$ cat src/rtl/sha3_absorb_sched_pkg.sv
// Shared types and constants for the encapsulation hash sequencing path.
package hash_ctrl_pkg;

   // Controller states
   typedef enum logic [2:0] {
      IDLE,
      FILL,
      PAD,
      PERM,
      WAIT,
      FINISH
   } state_t;

   // Rate geometry: one 1088-bit block is 68 packed 16-bit words
   localparam int RATE_WORDS = 68;
   localparam int WORD_BITS  = 16;
   localparam int RATE_BITS  = RATE_WORDS * WORD_BITS;

   // Pad bytes inserted by the datapath (domain byte on the first pad word, end bit on the last block)
   localparam logic [7:0] PAD_FIRST_BYTE = 8'h06;
   localparam logic [7:0] PAD_LAST_BYTE  = 8'h80;

endpackage

$ cat src/rtl/sha3_absorb_sched_rate_word_counter.sv
// Counts words shifted into the rate buffer for the block being assembled.
module rate_word_counter #(
   parameter int RATE_WORDS = 68,
   parameter int CNT_W      = 7
) (
   input  logic clk,
   input  logic rst_n,
   input  logic clr,
   input  logic inc,
   output logic full
);

   localparam logic [CNT_W-1:0] LAST_CNT = CNT_W'(RATE_WORDS - 1);

   logic [CNT_W-1:0] cnt;

   // full marks the increment that brings the count to RATE_WORDS, so the
   // controller can leave on the same edge that stores the last word
   assign full = inc && (cnt == LAST_CNT);

   // Word count; clear has priority over increment
   always_ff @(posedge clk or negedge rst_n) begin
      // NOTE: state registers use non-blocking assignments so every flop samples pre-edge values.
      if (!rst_n) begin
         cnt <= '0;
      end else if (clr) begin
         cnt <= '0;
      end else if (inc) begin
         cnt <= cnt + CNT_W'(1);
      end
   end

endmodule

$ cat src/rtl/sha3_absorb_sched.sv
// Absorb sequencer: paces message words into the rate buffer, pads the tail
// and issues one permutation request per 1088-bit block.
module sha3_absorb_sched #(
   parameter int RATE_WORDS = hash_ctrl_pkg::RATE_WORDS,
   parameter int MAX_BLOCKS = 4,
   parameter int CNT_W      = 7
) (
   input  logic       clk,
   input  logic       rst_n,
   input  logic       start,
   input  logic       abort,
   input  logic       in_valid,
   input  logic       in_last,
   output logic       in_ready,
   output logic       buf_clr,
   output logic       buf_shift,
   output logic       buf_zero,
   output logic       pad_first,
   output logic       perm_start,
   output logic       perm_first,
   output logic       perm_fin,
   input  logic       perm_done,
   output logic       busy,
   output logic       done,
   output logic       err,
   output logic [2:0] blk_cnt
);

   import hash_ctrl_pkg::*;

   localparam logic [2:0] MAX_BLK = 3'(MAX_BLOCKS);

   state_t state;
   logic   first_f;   // next permutation is the first of the message
   logic   end_f;     // last message word has been accepted
   logic   fin_f;     // block being assembled is the final padded block
   logic   pad_seen;  // a pad word has already been shifted for this message
   logic   wc_clr;
   logic   wc_full;
   logic   blk_ovf;

   // A fifth block would overflow the message limit
   assign blk_ovf = (blk_cnt == MAX_BLK);
   assign busy    = (state != IDLE);

   // Word counter restarts on a new message, after each block and on abort
   assign wc_clr = abort || (state == PERM) || ((state == IDLE) && start);

   rate_word_counter #(
      .RATE_WORDS (RATE_WORDS),
      .CNT_W      (CNT_W)
   ) u_wcnt (
      .clk   (clk),
      .rst_n (rst_n),
      .clr   (wc_clr),
      .inc   (buf_shift),
      .full  (wc_full)
   );

   // Buffer and permutation controls decoded from the current state
   always_comb begin
      // NOTE: every output gets a default first so no path through the case infers a latch.
      in_ready   = 1'b0;
      buf_clr    = 1'b0;
      buf_shift  = 1'b0;
      buf_zero   = 1'b0;
      pad_first  = 1'b0;
      perm_start = 1'b0;
      perm_first = 1'b0;
      perm_fin   = 1'b0;
      done       = 1'b0;
      if (abort) begin
         buf_clr = 1'b1;
      end else begin
         case (state)
            IDLE: begin
               buf_clr = start;
            end
            FILL: begin
               in_ready  = 1'b1;
               buf_shift = in_valid;
            end
            PAD: begin
               buf_shift = 1'b1;
               buf_zero  = 1'b1;
               pad_first = !pad_seen;
            end
            PERM: begin
               if (!blk_ovf) begin
                  perm_start = 1'b1;
                  perm_first = first_f;
                  perm_fin   = fin_f;
               end
            end
            FINISH: begin
               done = 1'b1;
            end
            default: begin
               done = 1'b0;
            end
         endcase
      end
   end

   // Sequencing state, block count and message flags
   always_ff @(posedge clk or negedge rst_n) begin
      if (!rst_n) begin
         state    <= IDLE;
         blk_cnt  <= '0;
         err      <= 1'b0;
         first_f  <= 1'b0;
         end_f    <= 1'b0;
         fin_f    <= 1'b0;
         pad_seen <= 1'b0;
      end else if (abort) begin
         state <= IDLE;
      end else begin
         case (state)
            IDLE: begin
               if (start) begin
                  blk_cnt  <= '0;
                  err      <= 1'b0;
                  first_f  <= 1'b1;
                  end_f    <= 1'b0;
                  fin_f    <= 1'b0;
                  pad_seen <= 1'b0;
                  state    <= FILL;
               end
            end
            FILL: begin
               if (in_valid) begin
                  if (in_last) begin
                     end_f <= 1'b1;
                  end
                  if (wc_full) begin
                     state <= PERM;
                  end else if (in_last) begin
                     state <= PAD;
                  end
               end
            end
            PAD: begin
               pad_seen <= 1'b1;
               if (wc_full) begin
                  fin_f <= 1'b1;
                  state <= PERM;
               end
            end
            PERM: begin
               if (blk_ovf) begin
                  err   <= 1'b1;
                  state <= IDLE;
               end else begin
                  blk_cnt <= blk_cnt + 3'd1;
                  state   <= WAIT;
               end
            end
            WAIT: begin
               if (perm_done) begin
                  first_f <= 1'b0;
                  if (fin_f) begin
                     state <= FINISH;
                  end else if (end_f) begin
                     state <= PAD;
                  end else begin
                     state <= FILL;
                  end
               end
            end
            FINISH: begin
               state <= IDLE;
            end
            default: begin
               state <= IDLE;
            end
         endcase
      end
   end

endmodule

$ cat config.mk
export PLATFORM = sky130hd
export DESIGN_NAME = sha3_absorb_sched
export DESIGN_NICKNAME = d
export VERILOG_FILES = /design/src/rtl/sha3_absorb_sched_pkg.sv /design/src/rtl/sha3_absorb_sched_rate_word_counter.sv /design/src/rtl/sha3_absorb_sched.sv
export SDC_FILE = /design/constraint.sdc
export NUM_CORES = 1
export LEC_CHECK = 0
export ABC_AREA = 1
export CORE_MARGIN = 2
export CORE_UTILIZATION = 52
export CTS_CLUSTER_DIAMETER = 40
export DETAILED_ROUTE_END_ITERATION = 12
export GPL_TIMING_DRIVEN = 1
export PLACE_DENSITY = 0.87
export SYNTH_ARGS = -nofsm -noshare
export SYNTH_HDL_FRONTEND = slang
export SYNTH_SLANG_ARGS = --single-unit
export TNS_END_PERCENT = 100
$ cat constraint.sdc
create_clock -name clk -period 1.6 [get_ports clk]
set_input_delay 0.16 -clock clk [delete_from_list [all_inputs] [get_ports clk]]
set_output_delay 0.16 -clock clk [all_outputs]
set_load 0.02 [all_outputs]
# Word level (Yosys, flattened, before mapping)
# Index checks and enable logic that the tools add are counted.
word_totals:
  reg_bits: 18
  latch_bits: 0
  mem_bits_rw: 0
  mem_bits_ro: 0
  in_bits: 7
  output_inout_bits: 14
  wordCells: 98
  n_memories: 0
classes:
  addsub: 2
  mul: 0
  div: 0
  n_lt_le_gt_ge: 0
  eq_ne: 19
  shifts: 0
  n_mux: 49
  bitwise: 1
  n_reduce_logical: 19
op_table:
  columns: ["cell", "n"]
  rows:
  - ["two-way mux 3 bit", 11]
  - ["two-way mux 1 bit", 27]
  - ["AND reduction 4 bit", 4]
  - ["one-hot mux 3 bit (5 select lines)", 1]
  - ["two-way mux 7 bit", 2]
  - ["!= test 2 bit (second input constant)", 6]
  - ["one-hot mux 1 bit (2 select lines)", 6]
  - ["AND reduction 5 bit", 2]
  - ["nonzero test 2 bit", 5]
  - ["== test 3 bit (second input constant)", 3]
  - ["!= test 3 bit (second input constant)", 3]
  - ["adder 7 x 1 -> 7 bit (second input constant)", 1]
  - ["== test 7 bit (second input constant)", 1]
  - ["== test 3 x 2 -> 1 bit (second input constant)", 2]
  - ["one-hot mux 3 bit (2 select lines)", 1]
  - ["!= test 4 x 3 -> 1 bit (second input constant)", 1]
  - ["adder 3 x 1 -> 3 bit (second input constant)", 1]
  - ["== test 3 x 1 -> 1 bit (second input constant)", 1]
  - ["logical NOT 3 bit", 1]
  - ["!= test 3 x 2 -> 1 bit (second input constant)", 1]
  - ["AND reduction 3 bit", 1]
  - ["nonzero test 3 bit", 1]
  - ["logical AND 1 bit", 2]
  - ["logical OR 1 bit", 2]
  - ["other kinds (4)", 4]

# Longest topological paths before layout
depth:
  depth_word: 8
  mapped_depth: 10
  ltp_nobuf: 10

# Modules after synthesis
# A second synthesis with hierarchy kept.
unflattened:
  cells_unflattened: 157
  area_unflattened_um2: 1129.8
modules_own_cells:
  columns: ["mod", "n_inst", "cells_per_inst", "area_per_inst_um2", "seq_area_each_um2"]
  rows:
  - ["sha3_absorb_sched", 1, 106, 728.2, 275.3]
  - ["rate_word_counter", 1, 51, 401.6, 175.2]

# Least setup slack after synthesis
# No wires, ideal clock.
synth_timing:
  kind: "reg-to-output"
  from: "register blk_cnt[0]"
  to: "output perm_fin"
  arrival_time_ps: 1532
  required_ps: 1440
  path_slack_ps: -92
  path_stages_with_launch: 10
  path_cell_list: "dfrtp_1 inv_1 ha_1 nand2_1 inv_1 nor2_1 inv_1 nor2_4 inv_1 nor2_1"
synth_via:
  elab_chain_cells: 4
synth_rtl:
  columns: ["item", "line_no", "source"]
  rows:
  - ["start: declaration", "sha3_absorb_sched.sv:26", "output logic [2:0] blk_cnt"]
  - ["start signal: assignment", "sha3_absorb_sched.sv:154", "blk_cnt <= blk_cnt + 3'd1;"]
  - ["== test 3 bit", "sha3_absorb_sched.sv:43", "assign blk_ovf = (blk_cnt == MAX_BLK);"]
  - ["two-way mux 1 bit", "sha3_absorb_sched.sv:89", "if (!blk_ovf) begin"]
  - ["two-way mux 1 bit", "sha3_absorb_sched.sv:75", "case (state)"]
  - ["two-way mux 1 bit", "sha3_absorb_sched.sv:72", "if (abort) begin"]
  - ["end: declaration", "sha3_absorb_sched.sv:21", "output logic perm_fin,"]
# Every way passes these cells.

# Final worst setup path
layout_timing:
  from: "register state[0]"
  to: "output perm_fin"
layout_via:
  elab_chain_cells: 3
layout_rtl:
  columns: ["item", "line_no", "source"]
  rows:
  - ["start: declaration", "sha3_absorb_sched.sv:33", "state_t state;"]
  - ["start signal: assignment", "sha3_absorb_sched.sv:108", "state <= IDLE;"]
  - ["start signal: assignment", "sha3_absorb_sched.sv:116", "state <= IDLE;"]
  - ["start signal: assignment", "sha3_absorb_sched.sv:127", "state <= FILL;"]
  - ["== test 3 x 2 -> 1 bit", "sha3_absorb_sched.sv:75", null]
  - ["two-way mux 1 bit", "sha3_absorb_sched.sv:75", null]
  - ["two-way mux 1 bit", "sha3_absorb_sched.sv:72", null]
# Every way passes these cells.

==> results.md <==
* Status: finished, violations left
* Failing checks: setup timing
* CTS tree: yes
* Power per Cell Area at 1250 nW/um^2
* Residual DRC count at 0
* Antenna cells at 0
* Startpoint types: flop
* First-pass GRT wire length at 5913 um
* Global Route met2 Usage at 0.5104
* Final TNS setup at -884.1 ps
* Initial DRC Count at 83
* Worst reg-to-reg path cell count at 11
* Height of the chip at 52.36 um
* Largest area contributor in the netlist: dfrtp_1
* Final period utilization at 1.104
* GRT Overall Usage at 0.2939
* Post-synth ARST share at 1.000
* Synthesized area at 1216 sq um
* Clk sink count at 18
* Clock power frac at 0.103
* Mean post-synth cell area at 7.554 sq um
* Final #Nets at 231
* Clk buf depth at 2
* CTS H-tree depth at 1
* TritonCTS buffer count at 3
* Critical Path Slowest Stage Cell: dfrtp_1
* Primary FF master, synth: dfrtp_1
* Cell repeated most along the worst path: inv_2
* Seq/Total Area, Yosys at 0.3704
* DPL Wire Length at 2557 um
* Hold_ws at 177.0 ps
* CP Max Fanout at 2
* Final Skew at 7.435 ps
* Mux cell area share after synthesis at 0
* Synth warn at 0
* Maximum clock frequency at 565.9 MHz
* Clock Tree Root: clkbuf_4
* Grt met3 use at 0.04286
* CP delay by family, top: simple AND/OR/NAND/NOR gates
* HP Class: in2async
* Area added between synthesis and finish at 52.57%
* Minimum clock period at 1767 ps
* Post-Synth XOR/XNOR Area at 0
* Skew-Pair Late Insertion Delay at 300 ps
* Gr busiest metal: met2
* Final Hold Fails at 0
* Rel. slew slack at 0.7503
* Synth cell types at 29
* Area fraction of the dominant cell type after synthesis at 0.3704
* Maxcap violations at 0
* Post-route setup slack at -167.1 ps
* WP buf/inv at 5
* #FFs+latches synth at 18
* Combinational cell fraction of total power at 0.630
* RSZ-0062 raised after global routing: yes
* Final Slew Violations at 0
* Pint at 1276 uW
* Maximum VDD drop at 926.4 uV
* Largest net degree at the start of global routing at 19
* Die Area at 2742 sq um
* Die Width at 52.36 um
* Mapped Cells at 161
* # IOs at 21
* Post-Synth Simple-Gate Area at 0.3745
* Clock-pin slew on the worst setup and hold paths at 110 ps
* Overflow left after global routing at 0
* Detailed Routing Iterations Pass 1 at 4
* Worst path depth at 9
* Adder-cell share of the synthesized area at 0.03086
* Critical Path Max Stage Delay at 390 ps
* WS Path Type: reg2out
* Port Buffers at 20
* Syn nets at 171
* DR vias at 1432
* Initial antenna violation count at 0
* Setup violators final at 10
* DR WL/cell at 16.77 um
* Met1 GRT Util at 0.3640
* Synth top area cells: dfrtp_1 37%, nand2_1 9.6%, inv_1 8.3%
* DRT Wirelength at 4143 um
* Complex-gate fraction of the synthesized area at 0.1193
* Placer Congestion at 0.9546
* Cell Rows at 17
* CP Cell Sequence: inv_2 -> nor3_4 -> inv_2 -> nor2_2 -> inv_2 -> nor2_4 -> inv_2 -> nor2_2 -> buf_6
* CP endpoint kind: primary output
* Initial Util at 0.5498
* Crit path DAT at 1610 ps
* Combinational family with the most area after synthesis: simple AND/OR/NAND/NOR gates
* Antenna Violating Nets Remaining at 0
* Flop2flop setup slack at -80 ps
* Vias in the first global route at 1365
* Req. time, crit path at 1440 ps
* Leakage at 0.0009250 uW
* CTS Hold Bufs at 0
* Share of layout cells above drive strength 1 at 0.4429
* Net Switching at 1043 uW
* Slew @ Worst Pin at 371.1 ps
* EDFF count, synth at 0
* Sequential fraction of design power at 0.267
* Via/cell ratio at 5.798
* Core ar. at 2212 sq um
* Switching Fraction at 0.4499
-- per-stage QoR --
| stage | setup slack (ps) | cells | cell area [sq um] | util | power (uW) |
|---|---|---|---|---|---|
| after floorplan | -27.12 | 161 | 1221 | - | 1278 |
| after global placement | -208.3 | 240 | 1689 | 0.7636 | 1806 |
| after detailed placement | -269.5 | 240 | 1689 | 0.7636 | 1847 |
| after CTS | -133.1 | 246 | 1755 | 0.7936 | 2116 |
| after global routing | -234.2 | 247 | 1856 | 0.8388 | 2437 |
| final | -167.1 | 247 | 1856 | 0.8388 | 2319 |
-- final cells by class --
type | count | area, sq um
clock buffer | 3 | 22.52
fill | 120 | 356.6
inverter | 30 | 125.1
multi-input combinational | 112 | 718.2
sequential | 18 | 450.4
tap | 28 | 35.03
timing repair buffer | 56 | 504.2
-- synthesized netlist by cell type (all sizes together), types with 3 or more instances --
master and instances:
a21oi 10, dfrtp 18, ha 3, inv 30
nand2 36, nand3 15, nand4 7, nor2 18
nor3 4, o21ai 13
-- per-layer routing --
layer / routed length [um] / vias to the layer above
met5: 0 / -
met4: 172 / 0
met3: 337 / 21
met2: 2011 / 104
met1: 1621 / 666
li1: - / 641
-- final timing paths --
kind	start	to
worst max-delay path	state[0]	perm_fin
worst min-delay path	rst_n	blk_cnt[1]
worst max register to register	state[2]	u_wcnt.cnt[4]
worst min register to register	err	err
max in group asynchronous	rst_n	u_wcnt.cnt[3]
min in group clk	err	err
-- cell usage in the layout (no fill, tap or decap), types with 4 or more instances in the layout --
| cell type | synthesis | routed |
|---|---|---|
| buf_4 | 0 | 30 |
| clkdlybuf4s50_1 | 0 | 8 |
| nand2_4 | 2 | 4 |
| nand4_1 | 7 | 7 |
| nand2_1 | 31 | 26 |
| nand3_1 | 13 | 13 |
| nor2_1 | 13 | 5 |
| inv_2 | 1 | 9 |
| buf_6 | 0 | 15 |
| dfrtp_1 | 18 | 18 |
| o21ai_0 | 12 | 9 |
| a21oi_1 | 9 | 7 |
| inv_1 | 27 | 19 |
| nor2_2 | 0 | 6 |
| nor2_4 | 5 | 7 |
| nand2_2 | 3 | 6 |
-- state kept, by name (all words and copies together) (netlist names) --
name,cells
pad_seen,1
state,3
blk_cnt,3
err,1
end_f,1
u_wcnt.cnt,7
fin_f,1
first_f,1
-- cell families (layout without fill, tap and decap cells) --
group	after synthesis	count (layout)
and+or+nand+nor	83	83
buffers and inverters	31	89
AOI/OAI and AO/OA	26	26
DFF	18	18
adders and majority gates	3	3
-- power by group through the flow --
| stage | Clock (uW) | Sequential, uW | Combinational [uW] |
|---|---|---|---|
| 3_3_place_gp | 0 | 603 | 1200 |
| 3_5_place_dp | 0 | 608 | 1240 |
| 5_1_grt | 253 | 627 | 1560 |
| 6_report | 239 | 620 | 1460 |
| 2_1_floorplan | 0 | 635 | 643 |
| 4_1_cts | 228 | 611 | 1280 |
-- timing repair --
action                                  CTS  global route
gates resized for setup                  66            37
cloned                                    0             0
pin swaps                                 5             8
endpoints found under the setup margin   12            25
setup buffers                             3             2
Power figures use the tool's default switching activity.
